`src/rtl/divarb_pkg.sv`:
```
// Shared constants for the two-requester divider arbiter: state encoding,
// requester count, the number of WAIT cycles blanked after a divider start,
// and the default timeout length.
package divarb_pkg;

    localparam int NUM_REQ            = 2;
    localparam int BLANK_CYCLES       = 2;
    localparam int DEF_TIMEOUT_CYCLES = 48;

    localparam logic [1:0] ST_IDLE  = 2'd0;
    localparam logic [1:0] ST_START = 2'd1;
    localparam logic [1:0] ST_WAIT  = 2'd2;
    localparam logic [1:0] ST_RESP  = 2'd3;

    // Requester id to one-hot requester mask.
    function automatic logic [NUM_REQ-1:0] id_onehot(input logic id);
        return id ? 2'b10 : 2'b01;
    endfunction

endpackage

```
`src/rtl/divarb_rr_pick.sv`:
```
// Round-robin pick between the two requesters: a lone requester wins
// outright, contention is resolved in favour of the pointer requester.
module divarb_rr_pick
    import divarb_pkg::*;
(
    input  logic [NUM_REQ-1:0] i_req_valid,
    input  logic               i_ptr,
    output logic [NUM_REQ-1:0] o_grant
);

    // One-hot grant; all-zero when nobody asks.
    always_comb begin
        o_grant = i_req_valid;
        if (&i_req_valid) o_grant = id_onehot(i_ptr);
    end

endmodule

```
`src/rtl/div_arbiter.sv`:
```
// Shares one multi-cycle divider between two requesters.
// IDLE accepts one operation, START pulses the divider, WAIT collects the
// result (ignoring div_ready for the first cycles, where it may still show
// the previous operation's completion), RESP holds the response until the
// owning requester takes it.
// Optional feature macro: DIVARB_TIMEOUT_EN adds a WAIT timeout and the
// rsp_timeout output.
module div_arbiter
    import divarb_pkg::*;
#(
    parameter int TIMEOUT_CYCLES = DEF_TIMEOUT_CYCLES
)(
    input  logic        clock,
    input  logic        reset,
    input  logic [1:0]  req_valid,
    output logic [1:0]  req_ready,
    input  logic [63:0] req_a,
    input  logic [63:0] req_b,
    output logic [1:0]  rsp_valid,
    input  logic [1:0]  rsp_ready,
    output logic [31:0] rsp_result,
    output logic        rsp_overflow,
`ifdef DIVARB_TIMEOUT_EN
    output logic        rsp_timeout,
`endif
    output logic        div_start,
    output logic [31:0] div_a,
    output logic [31:0] div_b,
    input  logic [31:0] div_result,
    input  logic        div_overflow,
    input  logic        div_ready,
    output logic        busy
);

    // Wait counter is sized for the longer of blanking and timeout; without
    // the timeout it only ever saturates at the blanking count.
    localparam int CNT_MAX = (TIMEOUT_CYCLES > BLANK_CYCLES) ? TIMEOUT_CYCLES : BLANK_CYCLES;
    localparam int CW      = $clog2(CNT_MAX + 1);

    logic [1:0]    r_state;
    logic          r_ptr;
    logic          r_id;
    logic [31:0]   r_a;
    logic [31:0]   r_b;
    logic [31:0]   r_res;
    logic          r_ovf;
    logic [CW-1:0] r_wcnt;
`ifdef DIVARB_TIMEOUT_EN
    logic          r_tmo;
`endif

    logic [1:0]    w_grant;
    logic          w_accept;
    logic          w_qual;
    logic [31:0]   w_sel_a;
    logic [31:0]   w_sel_b;

    divarb_rr_pick u_pick (
        .i_req_valid (req_valid),
        .i_ptr       (r_ptr),
        .o_grant     (w_grant)
    );

    // Accept path and qualified divider completion.
    always_comb begin
        w_accept = (r_state == ST_IDLE) && !reset && (|w_grant);
        w_sel_a  = w_grant[1] ? req_a[63:32] : req_a[31:0];
        w_sel_b  = w_grant[1] ? req_b[63:32] : req_b[31:0];
        w_qual   = div_ready && (r_wcnt >= CW'(BLANK_CYCLES));
    end

    // Handshake and status outputs decoded from state; req_ready is also
    // gated by reset so it stays low for the whole reset pulse.
    always_comb begin
        req_ready    = ((r_state == ST_IDLE) && !reset) ? w_grant : 2'b00;
        rsp_valid    = (r_state == ST_RESP) ? id_onehot(r_id) : 2'b00;
        div_start    = (r_state == ST_START);
        busy         = (r_state != ST_IDLE);
        div_a        = r_a;
        div_b        = r_b;
        rsp_result   = r_res;
        rsp_overflow = r_ovf;
`ifdef DIVARB_TIMEOUT_EN
        rsp_timeout  = r_tmo;
`endif
    end

    // Main FSM: accept, start, wait for the divider, hold the response.
    always_ff @(posedge clock) begin
        if (reset) begin
            r_state <= ST_IDLE;
            r_ptr   <= 1'b0;
            r_id    <= 1'b0;
            r_a     <= '0;
            r_b     <= '0;
            r_res   <= '0;
            r_ovf   <= 1'b0;
            r_wcnt  <= '0;
`ifdef DIVARB_TIMEOUT_EN
            r_tmo   <= 1'b0;
`endif
        end else begin
            case (r_state)
                ST_IDLE: begin
                    if (w_accept) begin
                        r_id    <= w_grant[1];
                        r_a     <= w_sel_a;
                        r_b     <= w_sel_b;
                        r_state <= ST_START;
                    end
                end
                ST_START: begin
                    r_wcnt  <= '0;
                    r_state <= ST_WAIT;
                end
                ST_WAIT: begin
                    if (w_qual) begin
                        r_res   <= div_result;
                        r_ovf   <= div_overflow;
`ifdef DIVARB_TIMEOUT_EN
                        r_tmo   <= 1'b0;
`endif
                        r_state <= ST_RESP;
                    end
`ifdef DIVARB_TIMEOUT_EN
                    else if (r_wcnt == CW'(TIMEOUT_CYCLES - 1)) begin
                        r_res   <= '0;
                        r_ovf   <= 1'b1;
                        r_tmo   <= 1'b1;
                        r_state <= ST_RESP;
                    end else begin
                        r_wcnt  <= r_wcnt + 1'b1;
                    end
`else
                    else if (r_wcnt < CW'(BLANK_CYCLES)) begin
                        r_wcnt  <= r_wcnt + 1'b1;
                    end
`endif
                end
                default: begin
                    // ST_RESP: only the pending requester's rsp_ready counts.
                    if (rsp_ready[r_id]) begin
                        r_ptr   <= ~r_id;
                        r_state <= ST_IDLE;
                    end
                end
            endcase
        end
    end

endmodule

```
`config.mk`:
```
export PLATFORM = sky130hd
export DESIGN_NAME = div_arbiter
export DESIGN_NICKNAME = d
export VERILOG_FILES = /design/src/rtl/divarb_pkg.sv /design/src/rtl/divarb_rr_pick.sv /design/src/rtl/div_arbiter.sv
export SDC_FILE = /design/constraint.sdc
export NUM_CORES = 1
export LEC_CHECK = 0
export CAP_MARGIN = 10
export CORE_AREA = 2 2 105 107
export DETAILED_ROUTE_END_ITERATION = 8
export DIE_AREA = 0 0 107 109
export DONT_BUFFER_PORTS = 1
export GPL_TIMING_DRIVEN = 0
export PLACE_DENSITY = 0.57
export SYNTH_ARGS = -nofsm -noshare
export SYNTH_HDL_FRONTEND = slang
export SYNTH_SLANG_ARGS = --single-unit
```
`constraint.sdc`:
```
create_clock -name clock -period 2.1 [get_ports clock]
set_clock_uncertainty 0.2 [all_clocks]
set_input_delay 0.525 -clock clock [delete_from_list [all_inputs] [get_ports clock]]
set_output_delay 0.525 -clock clock [all_outputs]
set_load 0.01 [all_outputs]
```
==> results.cfg, run 1 <==
[placed_design]
dp_hpwl_mm = 9.700
portBuffers = 0
place_congestion = 0.7862

[critical_path]
rr_startpoint = r_wcnt[1]$_SDFFE_PP0P_
r2r_end = rsp_result[28]$_SDFFE_PP0P_
path_class = register to output port
regToRegSetupSlack_ns = 0.10
r2r.worst_path.cells = 6
cp.arrival_ns = 1.36
cp.required_ns = 1.37
cp_max_fo = 4
startpoint_type = register
cp-end-kind = output port

[clock_network]
cts_made_buffers = 9
cts_hold_buffers = 0
cts_max_level = 3
cts.sinks = 107
cts_tree = built
clockBufferDepth = 2
root_buffer = clkbuf_8
clock_latency_ns = 0.37
path_clk_slew_ns = 0.11

[detailed_routing]
first_iter_violations = 223
drt-pass1-iter-count = 4
ant_nets = 0
wire_per_inst_um = 19.05
avgViaCountPerCell = 5.509
drc_errors = 0
wirelength_mm = 12.54
num_vias = 3625

[sta]
slew_viol_final = 0
setup_violations = 0
whs_ns = 0.07854
rsz0062_at_grt = yes
finalSetupTns_ns = 0
period_needed_ns = 2.089
slew_headroom_pct = 65.51
hold_viol = 0
fmax_ghz = 0.4786
tightest_slew_ns = 0.5173
final.period_utilization_pct = 99.49

[layout]
drive_gt1_share_pct = 11.78
syn2layout_area_growth_pct = 10.84
seqCellArea_mm2 = 0.002152
antenna_cells = 0
post-route-util_pct = 47.31
final_common_cell = dfxtp_1
final_cell_mix = dfxtp_1, nor2_1, nand2_1
multi_input_comb_area_mm2 = 0.002206
nNetsFinal = 687
fill_cells = 1067

[worst_hold_path]
min_path_type = input port to register
hp-start = div_result[9]
hold_depth = 2
whs_endpoint = rsp_result[9]$_SDFFE_PP0P_

[global_routing]
globalRoute.totalOverflow = 0
track_usage_pct = 20.74
grt_pass1_vias = 3484
grt_pass1_wl_mm = 18.64
grt_max_degree = 19
grt_antenna_before_repair = 0

[logic_synthesis]
yosys-top-cells-area = dfxtp_1, mux2i_1, a211oi_1
synth.cell_area_mm2 = 0.004526
synth-edff-count = 0
synth_seq_cells = 107
synth.largest_area_cell = dfxtp_1
synth.distinct_cells = 30
async_reset_ff_share_pct = 0
yosys_warnings = 0
synth.avg_cell_area_um2 = 9.106
seq_area_frac_synth_pct = 47.33
synth_flop_cell = dfxtp_1
syn-num-nets = 671
synth_top_area_share_pct = 47.33
syn_inst = 497

[job]
maxCapViolations = 0

[floorplan]
die_h_um = 109
die_x_um = 107
ios = 271
start_util_pct = 42.68
row_count = 38
die-area_mm2 = 0.01166
core-area_mm2 = 0.01060

[run_status]
outcome = finished, final reports clean

[power]
p_leak_nw = 2.046
peakVddDrop_mv = 0.4087
power.density_mw_per_mm2 = 1070
[through the flow]
step	instances	total power [mW]	cell area (µm²)	setup slack, ns
finish	658	5.365	5016	0.01075
floorplan	497	3.721	4526	0.06413
global placement	637	4.054	4701	-0.4445
global route	658	5.707	5016	-0.06471
detailed placement	637	4.086	4701	-0.4626
CTS	655	5.351	4969	0.005209
[cell usage after synthesis, types with 2 or more instances]
cell type and count:
a211oi_1 65, a21oi_1 37, and2_1 3, buf_2 13, buf_6 4, clkbuf_1 22
dfxtp_1 107, ha_1 6, inv_1 8, mux2i_1 67, nand2_1 68, nand2b_1 4
nor2_1 74, o21a_1 2, o21ai_0 2
[area by class of cell]
| cell class | instances | area share [%] |
|---|---|---|
| Buffer | 40 | 4.640 |
| Clock buffer | 10 | 2.544 |
| Clock inverter | 6 | 0.9978 |
| Inverter | 8 | 0.6984 |
| Multi-Input combinational cell | 342 | 43.98 |
| Sequential cell | 107 | 42.90 |
| Tap cell | 140 | 3.492 |
| Timing Repair Buffer | 5 | 0.7483 |
[report_power, final]
group | internal, mW | switching [mW]
Clock | 0.443 | 0.736
Sequential | 2.36 | 0.403
Combinational | 0.599 | 0.822
[worst max path at each step]
| stage | startpoint | endpoint | slack [ns] | cells past startpoint |
|---|---|---|---|---|
| global route | r_state[1]$_SDFFE_PP0P_ | req_ready[0] | -0.06 | 4 |
| CTS | r_state[1]$_SDFFE_PP0P_ | rsp_valid[0] | 0.005 | 2 |
| floorplan | req_valid[0] | req_ready[1] | 0.06 | 5 |
| global placement | req_valid[0] | req_ready[1] | -0.44 | 5 |
| detailed placement | req_valid[0] | req_ready[1] | -0.46 | 5 |
| finish | r_state[1]$_SDFFE_PP0P_ | req_ready[0] | 0.01 | 4 |
[per-layer routing]
metal  GRT usage (%)  vias up  share of wire, %
li1                -     1757                 -
met1           24.63     1695                40
met2           35.90      165                49
met3           7.292        8               9.5
met4           5.288        0              0.86
met5               0        -                 0
[registers in the layout, summed over array words and instances, names as in the netlist]
register	flops
r_ptr	1
r_state	2
r_wcnt	6
rsp_overflow	1
div_b	32
rsp_result	32
div_a	32
r_id	1
[cell families (layout without fill, tap and decap cells)]
group | Yosys count | count (layout) | share of synthesized area [%]
and+or+nand+nor | 156 | 156 | 13.93
muxes | 67 | 67 | 14.82
DFF | 107 | 107 | 47.33
AOI/OAI and AO/OA | 113 | 113 | 17.25
adders and majority gates | 6 | 6 | 1.659
buffers and inverters | 48 | 69 | 5.004
[critical path, stage by stage, from the launching register on]
cell	delay, ns
dfxtp_4	0.37
inv_4	0.06
ha_4	0.16
nand2b_4	0.08
a211oi_4	0.33
[timing repair]
action	CTS	global route
pin swaps	2	2
setup endpoints to repair	54	54
resized for setup	21	19
setup buffers	2	3
(Power assumes the default switching activity.)
==> run 2, diff against run 1 <==
==> constraint.sdc (replaced) <==
create_clock -name clock -period 2.15 [get_ports clock]
set_clock_uncertainty 0.2 [all_clocks]
set_input_delay 0.5375 -clock clock [delete_from_list [all_inputs] [get_ports clock]]
set_output_delay 0.5375 -clock clock [all_outputs]
set_load 0.01 [all_outputs]
==> results.cfg, run 2 (synthesis gave the netlist of run 1 again) <==
[sta]
rsz0062_at_grt = yes
slew_headroom_pct = 57.07
final.period_utilization_pct = 98.10
tightest_slew_ns = 0.6440
finalSetupTns_ns = 0
hold_viol = 0
setup_violations = 0
fmax_ghz = 0.4741
slew_viol_final = 0
period_needed_ns = 2.109

[layout]
antenna_cells = 0
fin_area_mm2 = 0.004990
nNetsFinal = 685
drive_gt1_share_pct = 10.85
final_cell_mix = dfxtp_1, nor2_1, nand2_1
final_common_cell = dfxtp_1
syn2layout_area_growth_pct = 10.26

[global_routing]
grt_antenna_before_repair = 0
track_usage_pct = 20.71
globalRoute.totalOverflow = 0
grt_pass1_vias = 3476
grt_max_degree = 19
grt_pass1_wl_mm = 18.63

[critical_path]
rr_startpoint = r_wcnt[1]$_SDFFE_PP0P_
max_stage_delay_ns = 0.41
cp.arrival_ns = 1.37
cp_max_fo = 10
path_class = register to output port
slowest_stage = dfxtp_2
startpoint_type = register
crit_chain = o21ai_4 -> buf_12 -> buf_8 -> nor2_1
critPathLaunch = r_ptr$_SDFFE_PP0P_
cp.required_ns = 1.41
cp-end-kind = output port

[clock_network]
path_clk_slew_ns = 0.11
cts.sinks = 107
root_buffer = clkbuf_8
clock_latency_ns = 0.37
cts_made_buffers = 9
clockBufferDepth = 2
cts_tree = built
cts_max_level = 3

[floorplan]
core-area_mm2 = 0.01060
row_count = 38
ios = 271
start_util_pct = 42.68
die_x_um = 107
die_h_um = 109
die-area_mm2 = 0.01166

[detailed_routing]
wirelength_mm = 12.48
avgViaCountPerCell = 5.492
drt-pass1-iter-count = 4
ant_nets = 0
wire_per_inst_um = 19.03
num_vias = 3603
drc_errors = 0
first_iter_violations = 166

[power]
p_leak_nw = 2.038
power_mw = 5.214
peakVddDrop_mv = 0.3960
power.density_mw_per_mm2 = 1045

[placed_design]
dp_hpwl_mm = 9.700
portBuffers = 0
place_congestion = 0.7862
dpl_cell_area_mm2 = 0.004701

[job]
maxCapViolations = 0

[worst_hold_path]
hp-start = div_result[9]
min_path_type = input port to register

[run_status]
outcome = finished, final reports clean
==> run 2: what timing repair did <==
item                                    in CTS  in global routing
hold buffers                                 0                  0
endpoints found under the setup margin      44                 51
resized for setup                           19                 18
cloned                                       0                  0
buffers inserted                             1                  2
pin swaps                                    2                  2
endpoints found under the hold margin        0                  0
==> run 2: through the flow <==
stage / utilization, % / setup slack [ns] / hold WS [ns] / std cells
floorplan: - / 0.08913 / 0.2552 / 497
global placement: 44.34 / -0.4195 / 0.2714 / 637
detailed placement: 44.34 / -0.4376 / 0.2792 / 637
CTS: 46.78 / 0.004979 / 0.07505 / 654
global route: 47.06 / -0.03171 / 0.08069 / 656
finish: 47.06 / 0.04077 / 0.08911 / 656
==> run 2: worst paths after layout <==
check	depth (start not counted)	slack (ns)	endpoint
worst max-delay path	4	0.04	req_ready[1]
worst min-delay path	2	0.09	rsp_result[9]$_SDFFE_PP0P_
worst max register to register	6	0.13	rsp_result[28]$_SDFFE_PP0P_
worst min register to register	1	0.29	r_wcnt[3]$_SDFFE_PP0P_
==> run 2: per-layer routing <==
metal / track usage (%) / up-vias / wire (µm)
met5: 0 / - / 0
met2: 35.71 / 174 / 6147
met1: 24.70 / 1661 / 4996
li1: - / 1758 / -
met4: 5.288 / 0 / 121
met3: 7.292 / 10 / 1215
==> run 2: cell type report <==
class	instances	area [µm²]
Buffer	40	232.7
Clock buffer	10	127.6
Clock inverter	6	50.05
Fill cell	1071	5613
Inverter	8	32.53
Multi-Input combinational cell	342	2201
Sequential cell	107	2148
Tap cell	140	175.2
Timing Repair Buffer	3	22.52
==> run 2: critical path: cells and delay by family (launching register included) <==
kind	cells	cell delay, ns
compound gates	1	0.08
buf+inv	2	0.31
flops	1	0.41
simple gates	1	0.19
==> run 2: power by group <==
group / total, mW / switching [mW] / internal (mW)
sequential: 2.69 / 0.390 / 2.30
clock: 1.15 / 0.719 / 0.433
combinational: 1.37 / 0.796 / 0.572
total: 5.21 / 1.91 / 3.31
